## config.mk

```make
export PLATFORM = sky130hd
export DESIGN_NAME = port_timer
export DESIGN_NICKNAME = d
export VERILOG_FILES = /design/src/rtl/port_timer.sv
export SDC_FILE = /design/constraint.sdc
export NUM_CORES = 1
export LEC_CHECK = 0
export ABC_CLOCK_PERIOD_IN_PS = 3700
export CAP_MARGIN = 40
export CORE_MARGIN = 8
export CORE_UTILIZATION = 25
export DETAILED_ROUTE_END_ITERATION = 7
export PLACE_DENSITY = 0.47
export SYNTH_ARGS = -nofsm -noshare
export SYNTH_HDL_FRONTEND = slang
export SYNTH_SLANG_ARGS = --single-unit
```

## constraint.sdc

```tcl
create_clock -name clk -period 3.7 [get_ports clk]
set_clock_uncertainty 0.2 [all_clocks]
set_input_delay 0.74 -clock clk [delete_from_list [all_inputs] [get_ports clk]]
set_output_delay 0.74 -clock clk [all_outputs]
set_load 0.02 [all_outputs]
```

## src/rtl/port_timer.sv

```systemverilog
// Port-mapped 16-bit down-counting timer with 8-bit prescaler and level interrupt.
// Occupies ADDR..ADDR+6 on the pacoblaze3 I/O bus; read data is registered and zero outside the window.
module port_timer #(
  parameter logic [7:0] ADDR = 8'h10
) (
  input  logic       clk,
  input  logic       rst,
  input  logic [7:0] address,
  input  logic [7:0] value_in,
  input  logic       wen,
  input  logic       ren,
  input  logic       interrupt_ack,
  output logic [7:0] value_out,
  output logic       irq
);

  typedef enum logic {STOPPED = 1'b0, RUNNING = 1'b1} state_e;

  localparam logic [7:0] OFF_CTRL   = 8'd0;
  localparam logic [7:0] OFF_REL_LO = 8'd1;
  localparam logic [7:0] OFF_REL_HI = 8'd2;
  localparam logic [7:0] OFF_PRESC  = 8'd3;
  localparam logic [7:0] OFF_STATUS = 8'd4;
  localparam logic [7:0] OFF_CNT_LO = 8'd5;
  localparam logic [7:0] OFF_CNT_HI = 8'd6;

  state_e      state_q, state_d;
  logic        periodic_q, periodic_d;
  logic        ie_q, ie_d;
  logic        tf_q, tf_d;
  logic        irq_q, irq_d;
  logic [15:0] reload_q, reload_d;
  logic [15:0] count_q, count_d;
  logic [7:0]  presc_q, presc_d;
  logic [7:0]  pc_q, pc_d;
  logic [7:0]  shadow_q, shadow_d;
  logic [7:0]  value_out_q, value_out_d;

  logic [7:0]  offset;
  logic        in_win;
  logic        wr_ctrl, wr_status;
  logic        expire;

  // Modular subtraction keeps the window check correct even if ADDR+6 wraps.
  assign offset    = address - ADDR;
  assign in_win    = offset < 8'd7;
  assign wr_ctrl   = wen && (offset == OFF_CTRL);
  assign wr_status = wen && (offset == OFF_STATUS);

  always_comb begin
    state_d    = state_q;
    periodic_d = periodic_q;
    ie_d       = ie_q;
    count_d    = count_q;
    pc_d       = pc_q;
    expire     = 1'b0;

    if (state_q == RUNNING) begin
      if (pc_q == presc_q) begin
        pc_d = 8'd0;
        if (count_q == 16'd0) begin
          expire = 1'b1;
          if (periodic_q) count_d = reload_q;
          else            state_d = STOPPED;
        end else begin
          count_d = count_q - 16'd1;
        end
      end else begin
        pc_d = pc_q + 8'd1;
      end
    end

    // A stop write freezes count/pc, but an expiry on the same edge still raises TF.
    if (wr_ctrl) begin
      periodic_d = value_in[1];
      ie_d       = value_in[2];
      if (!value_in[0]) begin
        state_d = STOPPED;
        count_d = count_q;
        pc_d    = pc_q;
      end else if (state_q == STOPPED) begin
        state_d = RUNNING;
        count_d = reload_q;
        pc_d    = 8'd0;
      end
    end
  end

  always_comb begin
    reload_d = reload_q;
    presc_d  = presc_q;
    if (wen && (offset == OFF_REL_LO)) reload_d[7:0]  = value_in;
    if (wen && (offset == OFF_REL_HI)) reload_d[15:8] = value_in;
    if (wen && (offset == OFF_PRESC))  presc_d        = value_in;
  end

  always_comb begin
    tf_d = tf_q;
    if (expire)                                      tf_d = 1'b1;
    else if ((wr_status && value_in[0]) || interrupt_ack) tf_d = 1'b0;
    irq_d = tf_d & ie_d;
  end

  always_comb begin
    shadow_d = shadow_q;
    if (ren && (offset == OFF_CNT_LO)) shadow_d = count_q[15:8];
  end

  always_comb begin
    value_out_d = 8'h00;
    if (in_win) begin
      case (offset)
        OFF_CTRL:   value_out_d = {5'b0, ie_q, periodic_q, state_q == RUNNING};
        OFF_REL_LO: value_out_d = reload_q[7:0];
        OFF_REL_HI: value_out_d = reload_q[15:8];
        OFF_PRESC:  value_out_d = presc_q;
        OFF_STATUS: value_out_d = {7'b0, tf_q};
        OFF_CNT_LO: value_out_d = count_q[7:0];
        OFF_CNT_HI: value_out_d = shadow_q;
        default:    value_out_d = 8'h00;
      endcase
    end
  end

  always_ff @(posedge clk or posedge rst) begin
    if (rst) begin
      state_q     <= STOPPED;
      periodic_q  <= 1'b0;
      ie_q        <= 1'b0;
      tf_q        <= 1'b0;
      irq_q       <= 1'b0;
      reload_q    <= 16'h0000;
      count_q     <= 16'h0000;
      presc_q     <= 8'h00;
      pc_q        <= 8'h00;
      shadow_q    <= 8'h00;
      value_out_q <= 8'h00;
    end else begin
      state_q     <= state_d;
      periodic_q  <= periodic_d;
      ie_q        <= ie_d;
      tf_q        <= tf_d;
      irq_q       <= irq_d;
      reload_q    <= reload_d;
      count_q     <= count_d;
      presc_q     <= presc_d;
      pc_q        <= pc_d;
      shadow_q    <= shadow_d;
      value_out_q <= value_out_d;
    end
  end

  assign value_out = value_out_q;
  assign irq       = irq_q;

endmodule
```

* Yosys cells after proc, flatten, opt, wreduce, memory -nomap -nowiden *
Cells that the tools add are included.

storage, ports and cells
  flip-flop bits (word level) = 69
  word-level logic and storage cells = 62

operators by class
  $add $sub $neg = 3
  order comparisons = 1
  eq/ne operators = 8
  multiplexer cells = 27
  bitwise gates (word level) = 1
  reductions and logical operators = 10

operators by type and width
  cell                                                  count
  2-to-1 mux 16 bit                                     7
  one-hot mux 8 bit (7 select lines)                    1
  2-to-1 mux 8 bit                                      6
  equality test 8 x 3 -> 1 bit (second input constant)  3
  equality test 8 x 2 -> 1 bit (second input constant)  2
  logical NOT 16 bit                                    1
  subtractor 16 x 1 -> 16 bit (second input constant)   1
  2-to-1 mux 1 bit                                      13
  adder 8 x 1 -> 8 bit (second input constant)          1
  equality test 8 x 1 -> 1 bit (second input constant)  1
  equality test 8 bit                                   1
  logical NOT 8 bit                                     1
  < comparator 8 x 3 -> 1 bit (second input constant)   1
  subtractor 8 x 5 -> 8 bit (second input constant)     1
  logical AND 1 bit                                     7
  inequality test 2 bit (second input constant)         1
  bitwise AND 1 bit                                     1
  logical OR 1 bit                                      1

* Longest topological paths before layout *
Gate-level depths: netlist of run 1.

  word-level depth = 8
  depth in mapped cells = 9
  mapped depth without buffers = 8

* Least setup slack after synthesis of run 1 *
No wires, ideal clock.

  path kind = input-to-reg
  start = in address[6]
  end = reg count_q[5]
  library setup time = 0.131 ns
  arrival = 2.309 ns
  setup slack = 1.061 ns
  cell stages on the path = 7
  path buffers = 1
  cells stage by stage = or4_4 -> buf_6 -> nor4_4 -> nor2_1 -> and4_4 -> a211oi_2 -> a211oi_2

on the way
  longest elaborated chain between the ends = 4

RTL lines
  what                                                                  line  RTL
  from (decl)                                                           8     input logic [7:0] address,
  subtractor 8 x 5 -> 8 bit *                                           45    assign offset = address - ADDR;
  logical NOT 8 bit *                                                   47    assign wr_ctrl = wen && (offset == OFF_CTRL);
  logical AND 1 bit *                                                   47
  inequality test 2 bit (no line) or 2-to-1 mux 16 bit (tied branches)  --
  to (signal assigned)                                                  145   count_q <= count_d;
  to (decl)                                                             33    logic [15:0] count_q, count_d;

Every way passes the cells marked *; elsewhere a longest branch is shown, timed or not.
A chain may end at the register's enable or synchronous reset.

* Final worst setup path of run 1 *
  start = in wen
  end = reg count_q[6]

on the way
  longest elaborated chain between the ends = 2

RTL lines
  what                                                                  line  RTL
  from (decl)                                                           10    input logic wen,
  logical AND 1 bit *                                                   47
  inequality test 2 bit (no line) or 2-to-1 mux 16 bit (tied branches)  --

Marks and branches as above.

==> results.py, run 1 <==
metrics = {
    "timing": {
        "drv_slew": 0,
        "tns_ps": 0,
        "period_share_pct": 83.24,
        "setup_viol": 0,
        "worst_pin_slew_ps": 745.9,
        "final.min_clock_period_ps": 3080,
        "timing.final.hold_violations": 0,
        "timing.fmax_mhz": 324.7,
        "rsz0062_at_grt": "no",
        "fin_hold_ws_ps": 283.1,
        "worst_slack_ps": 620.1,
        "slew_headroom_pct": 50.20,
    },
    "floorplan": {
        "core_area_um2": 15150,
        "rows": 45,
        "die_w_um": 140.5,
        "die_y_um": 140.5,
        "die-area_um2": 19730,
        "io_pins": 30,
        "initial_utilization_pct": 25.57,
    },
    "yosys": {
        "syn_nets": 405,
        "postSynthCellCount": 381,
        "synth_edf_count": 0,
        "synth_area_leaders": "dfrtp_1 (45%), mux2_2 (8.7%), a22oi_1 (3.3%), nand2_1 (3.3%), xor2_1 (2.9%)",
        "synth.avg_cell_area_um2": 10.16,
        "yosys.area.top_type": "dfrtp_1",
        "async_flop_share_pct": 100.0,
        "ys.flop_type": "dfrtp_1",
        "synth_top_area_share_pct": 44.59,
        "ys_seq_elements": 69,
        "yosys_warnings": 0,
        "netlist_area_um2": 3872,
        "yosysMostFrequentCell": "dfrtp_1",
        "synthDistinctLibCells": 65,
        "yosysSeqAreaShare_pct": 44.59,
        "synth_common_cells": "dfrtp_1 (69), nand2_1 (34), mux2_2 (30), nor2_1 (28), o21ai_0 (18)",
    },
    "routing": {
        "routed_wl_mm": 11.66,
        "vias": 3230,
        "top_layer": "met4",
        "drt_first_pass_iters": 5,
        "ant_nets": 0,
        "wl_met2_mm": 5.317,
        "wl_per_cell_um": 19.28,
        "vias_per_cell": 5.339,
        "wl_met1_mm": 5.310,
        "dr_wl_met3_um": 701,
        "drt_iter0_drc": 208,
        "drc_errors": 0,
    },
    "cts": {
        "cts_tree": "done",
        "htreeDepth": 3,
        "clock_sinks": 69,
        "clock_latency_ps": 340,
        "clk_pin_slew_worst_paths_ps": 60,
        "cts_setup_buffers": 0,
        "cts-hold-fix-buffers": 0,
        "cts-buffers-inserted": 9,
        "post_cts_resized": 0,
        "cts_root_buf": "clkbuf_16",
        "cts_buffer_depth": 2,
    },
    "global_routing": {
        "gr-usage-all-layers_pct": 12.14,
        "grt_pass1_wl_mm": 18.62,
        "grt_start_max_net_pins": 36,
        "overflow": 0,
        "grt_pass1_vias": 3257,
        "antenna_found_initial": 0,
    },
    "setup_path": {
        "worstSetupPathType": "input pin to register",
        "worst_ep_arrival_time_ps": 3130,
        "end_kind": "register",
        "startpoint_type": "input pin",
        "cp.required_ps": 3750,
        "cp_max_fo": 8,
    },
    "place": {
        "place_hpwl_mm": 8.905,
        "dpl_worst_slack_ps": 284.4,
        "place_congestion": 0.9103,
        "portBuffers": 29,
        "placed_area_um2": 4374,
    },
    "power_and_ir_drop": {
        "peakVddDrop_mv": 0.2578,
        "power_density_nw_per_um2": 483.5,
        "power_uw": 2272,
        "p_leak_uw": 0.002026,
    },
    "cells_and_area": {
        "layout.nets": 436,
        "area_growth_pct": 21.36,
        "fin_area_um2": 4700,
        "drive_gt1_share_pct": 17.75,
        "fillCellCount": 1554,
        "antenna_cells": 0,
    },
    "min_path": {
        "worst_hold_path_type": "register to register",
    },
    "status": {
        "status": "completed",
    },
    "run": {
        "drv_cap": 0,
    },
}
-- flip-flops by register name, summed over array words and instances, names as in the netlist --
register / flops
state_q: 1
pc_q: 8
periodic_q: 1
count_q: 16
irq: 1
shadow_q: 8
tf_q: 1
value_out: 8
reload_q: 16
ie_q: 1
presc_q: 8
-- metal layers --
layer,global-route usage [%],vias up
li1,-,1487
met1,16.14,1605
met2,18.54,113
met3,2.718,25
met4,5.317,0
met5,0,-
-- area by class of cell --
cell class / count / area [µm²] / share of cell area, %
clock buffers: 10 / 239.0 / 5.085
clock inverters: 6 / 86.33 / 1.837
inverters: 10 / 37.54 / 0.7987
multi-input cells: 285 / 2012 / 42.81
flip-flops and latches: 69 / 1727 / 36.74
well taps: 188 / 235.2 / 5.005
repair buffers: 37 / 362.8 / 7.721
-- power by group --
| part | leakage, µW | total [µW] | internal (µW) | switching, µW |
|---|---|---|---|---|
| Sequential | 0.000906 | 988 | 836 | 151 |
| Combinational | 0.000961 | 345 | 165 | 180 |
| Clock | 0.000158 | 940 | 607 | 333 |
| Total | 0.00203 | 2270 | 1610 | 664 |
-- stage by stage --
step / instances / util (%)
2_1_floorplan: 381 / -
3_3_place_gp: 589 / 28.88
3_5_place_dp: 589 / 28.88
4_1_cts: 605 / 31.03
5_1_grt: 605 / 31.03
6_report: 605 / 31.03
-- cells by family after synthesis --
kind of cell,after synthesis,share of synthesized area [%]
simple gates,139,21.13
compound gates,94,16.64
flops,69,44.59
mux,35,10.05
buf+inv,27,3.457
xor+xnor,14,3.166
fa+ha+maj,3,0.9694
-- cells in the final DEF (no fill, tap or decap), types with 9 or more instances in the layout --
master,synthesis,routed
nor2_1,28,28
nand2_1,34,34
xor2_1,13,13
a22oi_1,17,17
clkdlybuf4s50_1,0,29
nand3_1,11,11
nor4_1,9,9
clkbuf_16,0,9
dfrtp_1,69,69
a21oi_1,17,17
mux2_2,30,30
inv_1,10,9
o21ai_0,18,18
-- final timing paths --
path | from | to | slack (ps) | cells after the start
setup / recovery | wen | count_q[6] | 620 | 7
hold / removal | shadow_q[6] | shadow_q[6] | 280 | 2
setup reg to reg | presc_q[6] | count_q[6] | 870 | 6
hold reg to reg | shadow_q[6] | shadow_q[6] | 280 | 2
max in group asynchronous | rst | count_q[2] | 1990 | 3
min in group asynchronous | rst | pc_q[2] | 660 | 2
-- critical path: stages --
cell and delay (ps):
clkdlybuf4s50_1 590, or3b_1 540, nor3_4 390, nand2_1 300, o21ai_1 220, o21ai_0 140
a22oi_1 200
Power figures use the tool's default switching activity.
==> run 2, diff against run 1 <==
Settings changed: ABC_CLOCK_PERIOD_IN_PS 3700 to 3000.
Clock period 3.7 ns to 3 ns, I/O delays scaled along.
==> run 2 against run 1 <==
  * Hold slack better by 4.4 ps
  * Sequential power rose by 22%
  * Non-clock buffer count increased by 34
  * Largest power group unchanged
  * Sequential share of layout area down 1.5 points
  * Worst setup slack got worse by 370 ps
  * Register-to-register slack got worse by 420 ps
  * Combinational power grew 46%
  * Via count up 3.6%
  * Design area up 4.2%
  * Die area unchanged
==> results.py, run 2 (same netlist as run 1, synthesis figures left out) <==
metrics = {
    "cts": {
        "cts_root_buf": "clkbuf_16",
        "clock_latency_ps": 350,
        "clk_pin_slew_worst_paths_ps": 60,
        "cts-buffers-inserted": 9,
        "clock_sinks": 69,
        "cts-hold-fix-buffers": 0,
        "cts_setup_buffers": 0,
        "cts_buffer_depth": 2,
        "htreeDepth": 3,
        "cts_tree": "done",
        "post_cts_resized": 0,
    },
    "timing": {
        "slew_headroom_pct": 56.40,
        "worst_pin_slew_ps": 648.5,
        "final.min_clock_period_ps": 2747,
        "drv_slew": 0,
        "rsz0062_at_grt": "no",
        "timing.final.hold_violations": 0,
        "period_share_pct": 91.55,
        "timing.fmax_mhz": 364.1,
        "setup_viol": 0,
    },
    "global_routing": {
        "gr-usage-all-layers_pct": 13.54,
        "grt_pass1_vias": 3436,
        "grt_start_max_net_pins": 34,
        "overflow": 0,
        "grt_pass1_wl_mm": 20.29,
        "antenna_found_initial": 0,
    },
    "routing": {
        "vias_per_cell": 5.238,
        "drt_first_pass_iters": 5,
        "vias": 3347,
        "drt_iter0_drc": 237,
        "wl_per_cell_um": 20.06,
        "drc_errors": 0,
        "routed_wl_mm": 12.82,
        "ant_nets": 0,
    },
    "cells_and_area": {
        "reg_top3": "count_q (16), reload_q (16)",
        "instances_no_fill": 639,
        "mostFrequentLayoutCells": "dfrtp_1 (69), buf_4 (42), nand2_1 (34)",
        "drive_gt1_share_pct": 23.73,
        "fin_util_pct": 32.33,
        "layout.nets": 470,
        "antenna_cells": 0,
        "area_growth_pct": 26.43,
        "layout_commonest_cell": "dfrtp_1",
    },
    "setup_path": {
        "cp.required_ps": 3020,
        "worst_ep_arrival_time_ps": 2760,
        "end_kind": "register",
        "startpoint_type": "input pin",
        "worstSetupPathType": "input pin to register",
        "critical_path.startpoint": "address[6]",
        "worst_path_largest_cell_delay_ps": 660,
        "cp_max_fo": 7,
        "cp_slowest_cell": "or4_4",
        "path_cells": "clkdlybuf4s50_1 > or4_4 > nor4_4 > a21oi_1 > nor3_1 > buf_4 > a211oi_2",
        "rr_startpoint": "count_q[6]",
    },
    "place": {
        "place_hpwl_mm": 10.07,
        "portBuffers": 29,
        "dp.cells": 623,
        "place_congestion": 0.8474,
    },
    "status": {
        "status": "completed",
    },
    "power_and_ir_drop": {
        "p_sw_share_pct": 30.74,
        "pwr-share-seq_pct": 44.4,
        "peakVddDrop_mv": 0.2833,
        "power_uw": 2715,
        "pwr-share-comb_pct": 18.6,
        "p_clk_share_pct": 37.0,
        "power.internal_uw": 1880,
        "p_leak_uw": 0.002169,
        "switchingPower_uw": 834.5,
        "power_density_nw_per_um2": 554.5,
    },
    "floorplan": {
        "die-area_um2": 19730,
        "die_y_um": 140.5,
        "io_pins": 30,
        "die_w_um": 140.5,
        "initial_utilization_pct": 25.57,
        "core_area_um2": 15150,
        "rows": 45,
    },
    "min_path": {
        "hp-start": "shadow_q[0]",
        "worst_hold_path_type": "register to register",
    },
    "run": {
        "drv_cap": 0,
    },
}
==> run 2: metal layers <==
layer  routed length (µm)  global-route usage [%]  vias to the layer above
met1                 5906                   17.93                     1647
li1                     -                       -                     1564
met3                  593                   2.684                       29
met4                  389                   7.296                        0
met2                 5931                   20.38                      107
met5                    0                       0                        -
==> run 2: worst paths after layout <==
kind / to / slack (ps) / depth (start not counted)
worst min-delay path: shadow_q[0] / 290 / 2
max in group asynchronous: shadow_q[2] / 1400 / 3
worst min register to register: shadow_q[0] / 290 / 2
min in group asynchronous: pc_q[3] / 470 / 2
worst max-delay path: count_q[5] / 250 / 7
worst max register to register: count_q[13] / 450 / 5
==> run 2: critical path, delay by kind of cell <==
kind,cells,cell delay [ps]
buffers and inverters,2,550
and+or+nand+nor,3,1340
AOI/OAI and AO/OA,2,260
==> run 2: area by class of cell <==
class | count | area, µm²
Multi-Input combinational cell | 285 | 2012
Inverter | 10 | 37.54
Tap cell | 188 | 235.2
Timing Repair Buffer | 71 | 605.6
Sequential cell | 69 | 1727
Clock buffer | 12 | 256.5
Fill cell | 1581 | 10250
Clock inverter | 4 | 22.52
==> run 2: per-stage QoR <==
stage	setup slack [ps]	instance area [µm²]	TNS (ps)	hold WS (ps)
2_1_floorplan	460.1	3872	0	243.3
3_3_place_gp	-123.7	4617	-650.3	274.0
3_5_place_dp	-83.69	4617	-708.7	278.6
4_1_cts	276.7	4896	0	291.5
5_1_grt	195.1	4896	0	312.1
6_report	253.5	4896	0	287.6
==> run 2: power groups by stage <==
stage	Sequential [µW]	Clock, µW	Combinational (µW)
global route	1220	1080	567
finish	1210	1000	504
CTS	1200	1040	506
detailed placement	1220	0	501
global placement	1220	0	501
floorplan	1160	0	322
==> run 3, diff against run 2 <==
Settings changed: PLACE_DENSITY 0.47 to not set.
==> run 3 against run 2 <==
  * Clock-buffer cell count fell by 2
  * Register-to-register slack got worse by 170 ps
  * Via count down 0.33%
  * Combinational power shrank 8.3%
  * Core utilization is 0.20 points higher
  * First-iteration DRC count fell by 16%
  * Clock power grew 14%
  * Non-clock buffer count decreased by 6
  * Hold slack improved by 8.6 ps
  * Critical path type is now register to register
  * Largest cell class unchanged
  * Highest routed layer unchanged
==> results.py, run 3 (same netlist as run 1, synthesis figures left out) <==
metrics = {
    "timing": {
        "worst_pin_slew_ps": 591.0,
        "worst_slack_ps": 281.2,
        "timing.final.hold_violations": 0,
        "tns_ps": 0,
        "timing.fmax_mhz": 367.8,
        "slew_headroom_pct": 60.24,
        "drv_slew": 0,
        "period_share_pct": 90.63,
        "setup_viol": 0,
        "final.min_clock_period_ps": 2719,
        "rsz0062_at_grt": "no",
    },
    "place": {
        "place_congestion": 0.9197,
        "portBuffers": 29,
        "dpl_worst_slack_ps": -34.10,
        "place_hpwl_mm": 9.246,
        "dp.cells": 617,
    },
    "setup_path": {
        "cp_num_cells": 7,
        "worst_path_largest_cell_delay_ps": 530,
        "worstSetupPathType": "register to register",
        "path_cells": "inv_1 > ha_1 > nor4b_2 > nand4_1 > and4_4 > a211oi_2 > a211oi_2",
        "path_buf_inv": 1,
        "cpMostUsedCell": "a211oi_2",
        "cp_top_family": "simple AND/OR/NAND/NOR gates",
        "cp_slowest_cell": "nand4_1",
        "rr_startpoint": "count_q[1]",
        "rr_worst_depth": 7,
        "rrSetupSlack_ps": 280,
        "critical_path.startpoint": "count_q[1]",
        "regToRegEndpoint": "count_q[5]",
        "worst_ep_arrival_time_ps": 2730,
        "end_kind": "register",
        "startpoint_type": "register",
        "cp_max_fo": 10,
        "endpoint": "count_q[5]",
        "cp.required_ps": 3010,
    },
    "global_routing": {
        "overflow": 0,
        "gr-usage-met3_pct": 2.514,
        "met2_usage_pct": 20.40,
        "use_met1_pct": 15.36,
        "grt_pass1_vias": 3431,
        "grt_pass1_wl_mm": 19.26,
        "antenna_found_initial": 0,
        "busiest_layer": "met2",
        "gr-usage-all-layers_pct": 12.59,
        "grt_start_max_net_pins": 51,
    },
    "floorplan": {
        "core_area_um2": 15150,
        "initial_utilization_pct": 25.57,
        "rows": 45,
        "die_w_um": 140.5,
        "die_y_um": 140.5,
        "io_pins": 30,
        "die-area_um2": 19730,
    },
    "cells_and_area": {
        "mostFrequentLayoutCells": "dfrtp_1 (69), nand2_1 (34), buf_4 (33)",
        "drive_gt1_share_pct": 22.70,
        "instances_no_fill": 633,
        "area_growth_pct": 27.21,
        "layout_commonest_cell": "dfrtp_1",
        "layout.nets": 464,
        "fin_util_pct": 32.52,
        "fillCellCount": 1525,
        "antenna_cells": 0,
        "reg_top3": "count_q (16), reload_q (16)",
    },
    "power_and_ir_drop": {
        "power_uw": 2809,
        "power_density_nw_per_um2": 570.2,
        "p_leak_uw": 0.002174,
        "peakVddDrop_mv": 0.2337,
    },
    "cts": {
        "clock_latency_ps": 340,
        "cts_root_buf": "clkbuf_16",
        "clk_pin_slew_worst_paths_ps": 60,
        "post_cts_resized": 0,
        "cts_setup_buffers": 0,
        "cts-hold-fix-buffers": 0,
        "htreeDepth": 3,
        "cts_buffer_depth": 2,
        "cts_tree": "done",
        "cts-buffers-inserted": 9,
        "clock_sinks": 69,
    },
    "routing": {
        "vias": 3336,
        "ant_nets": 0,
        "drt_iter0_drc": 199,
        "routed_wl_mm": 11.87,
        "wl_per_cell_um": 18.75,
        "vias_per_cell": 5.270,
        "drc_errors": 0,
        "drt_first_pass_iters": 5,
    },
    "min_path": {
        "worst_hold_path_type": "register to register",
    },
    "run": {
        "drv_cap": 0,
    },
    "status": {
        "status": "completed",
    },
}
==> run 3: changes by cell type in the layout (fill, tap and decap cells not counted) <==
| cell | change |
|---|---|
| buf_4 | -9 |
| buf_12 | +3 |
| bufinv_16 | +2 |
| clkbuf_8 | -2 |
| clkinv_4 | +2 |
| clkinv_2 | -1 |
| clkinvlp_4 | -1 |
==> run 3: worst min-delay path by stage <==
stage	from	to	cells after the start
floorplan	shadow_q[4]	value_out[4]	2
global placement	shadow_q[6]	shadow_q[6]	2
detailed placement	shadow_q[0]	shadow_q[0]	2
CTS	shadow_q[0]	shadow_q[0]	2
global route	shadow_q[0]	shadow_q[0]	2
finish	shadow_q[0]	shadow_q[0]	2
==> run 3: power breakdown <==
part	switching (µW)	internal (µW)	total [µW]	leakage [µW]
combinational	238	224	462	0.00111
sequential	180	1030	1210	0.000906
clock	408	727	1140	0.000156
total	826	1980	2810	0.00217
==> run 3: final cells by class <==
| class | count | area (µm²) | share of cell area [%] |
|---|---|---|---|
| multi-input combinational | 285 | 2012 | 40.84 |
| sequential | 69 | 1727 | 35.05 |
| timing repair buffer | 65 | 598.1 | 12.14 |
| tap | 188 | 235.2 | 4.775 |
| clock buffer | 10 | 229.0 | 4.648 |
| clock inverter | 6 | 87.58 | 1.778 |
| inverter | 10 | 37.54 | 0.7620 |
==> run 3: metrics by stage <==
stage / area (µm²) / hold WS [ps]
after floorplan: 3872 / 243.3
after global placement: 4609 / 275.0
after detailed placement: 4609 / 282.2
after CTS: 4926 / 295.1
after global routing: 4926 / 322.1
final: 4926 / 296.2
==> run 3: metal layers <==
| layer | vias up | share of wire [%] |
|---|---|---|
| li1 | 1543 | - |
| met1 | 1662 | 43 |
| met2 | 107 | 49 |
| met4 | 0 | 3.2 |
| met5 | - | 0 |
| met3 | 24 | 5.2 |
==> run 3: worst register-to-register path, cell delays in order, from the launching register on <==
cell	delay, ps
dfrtp_1	460
inv_1	130
ha_1	200
nor4b_2	430
nand4_1	530
and4_4	350
a211oi_2	210
a211oi_2	60
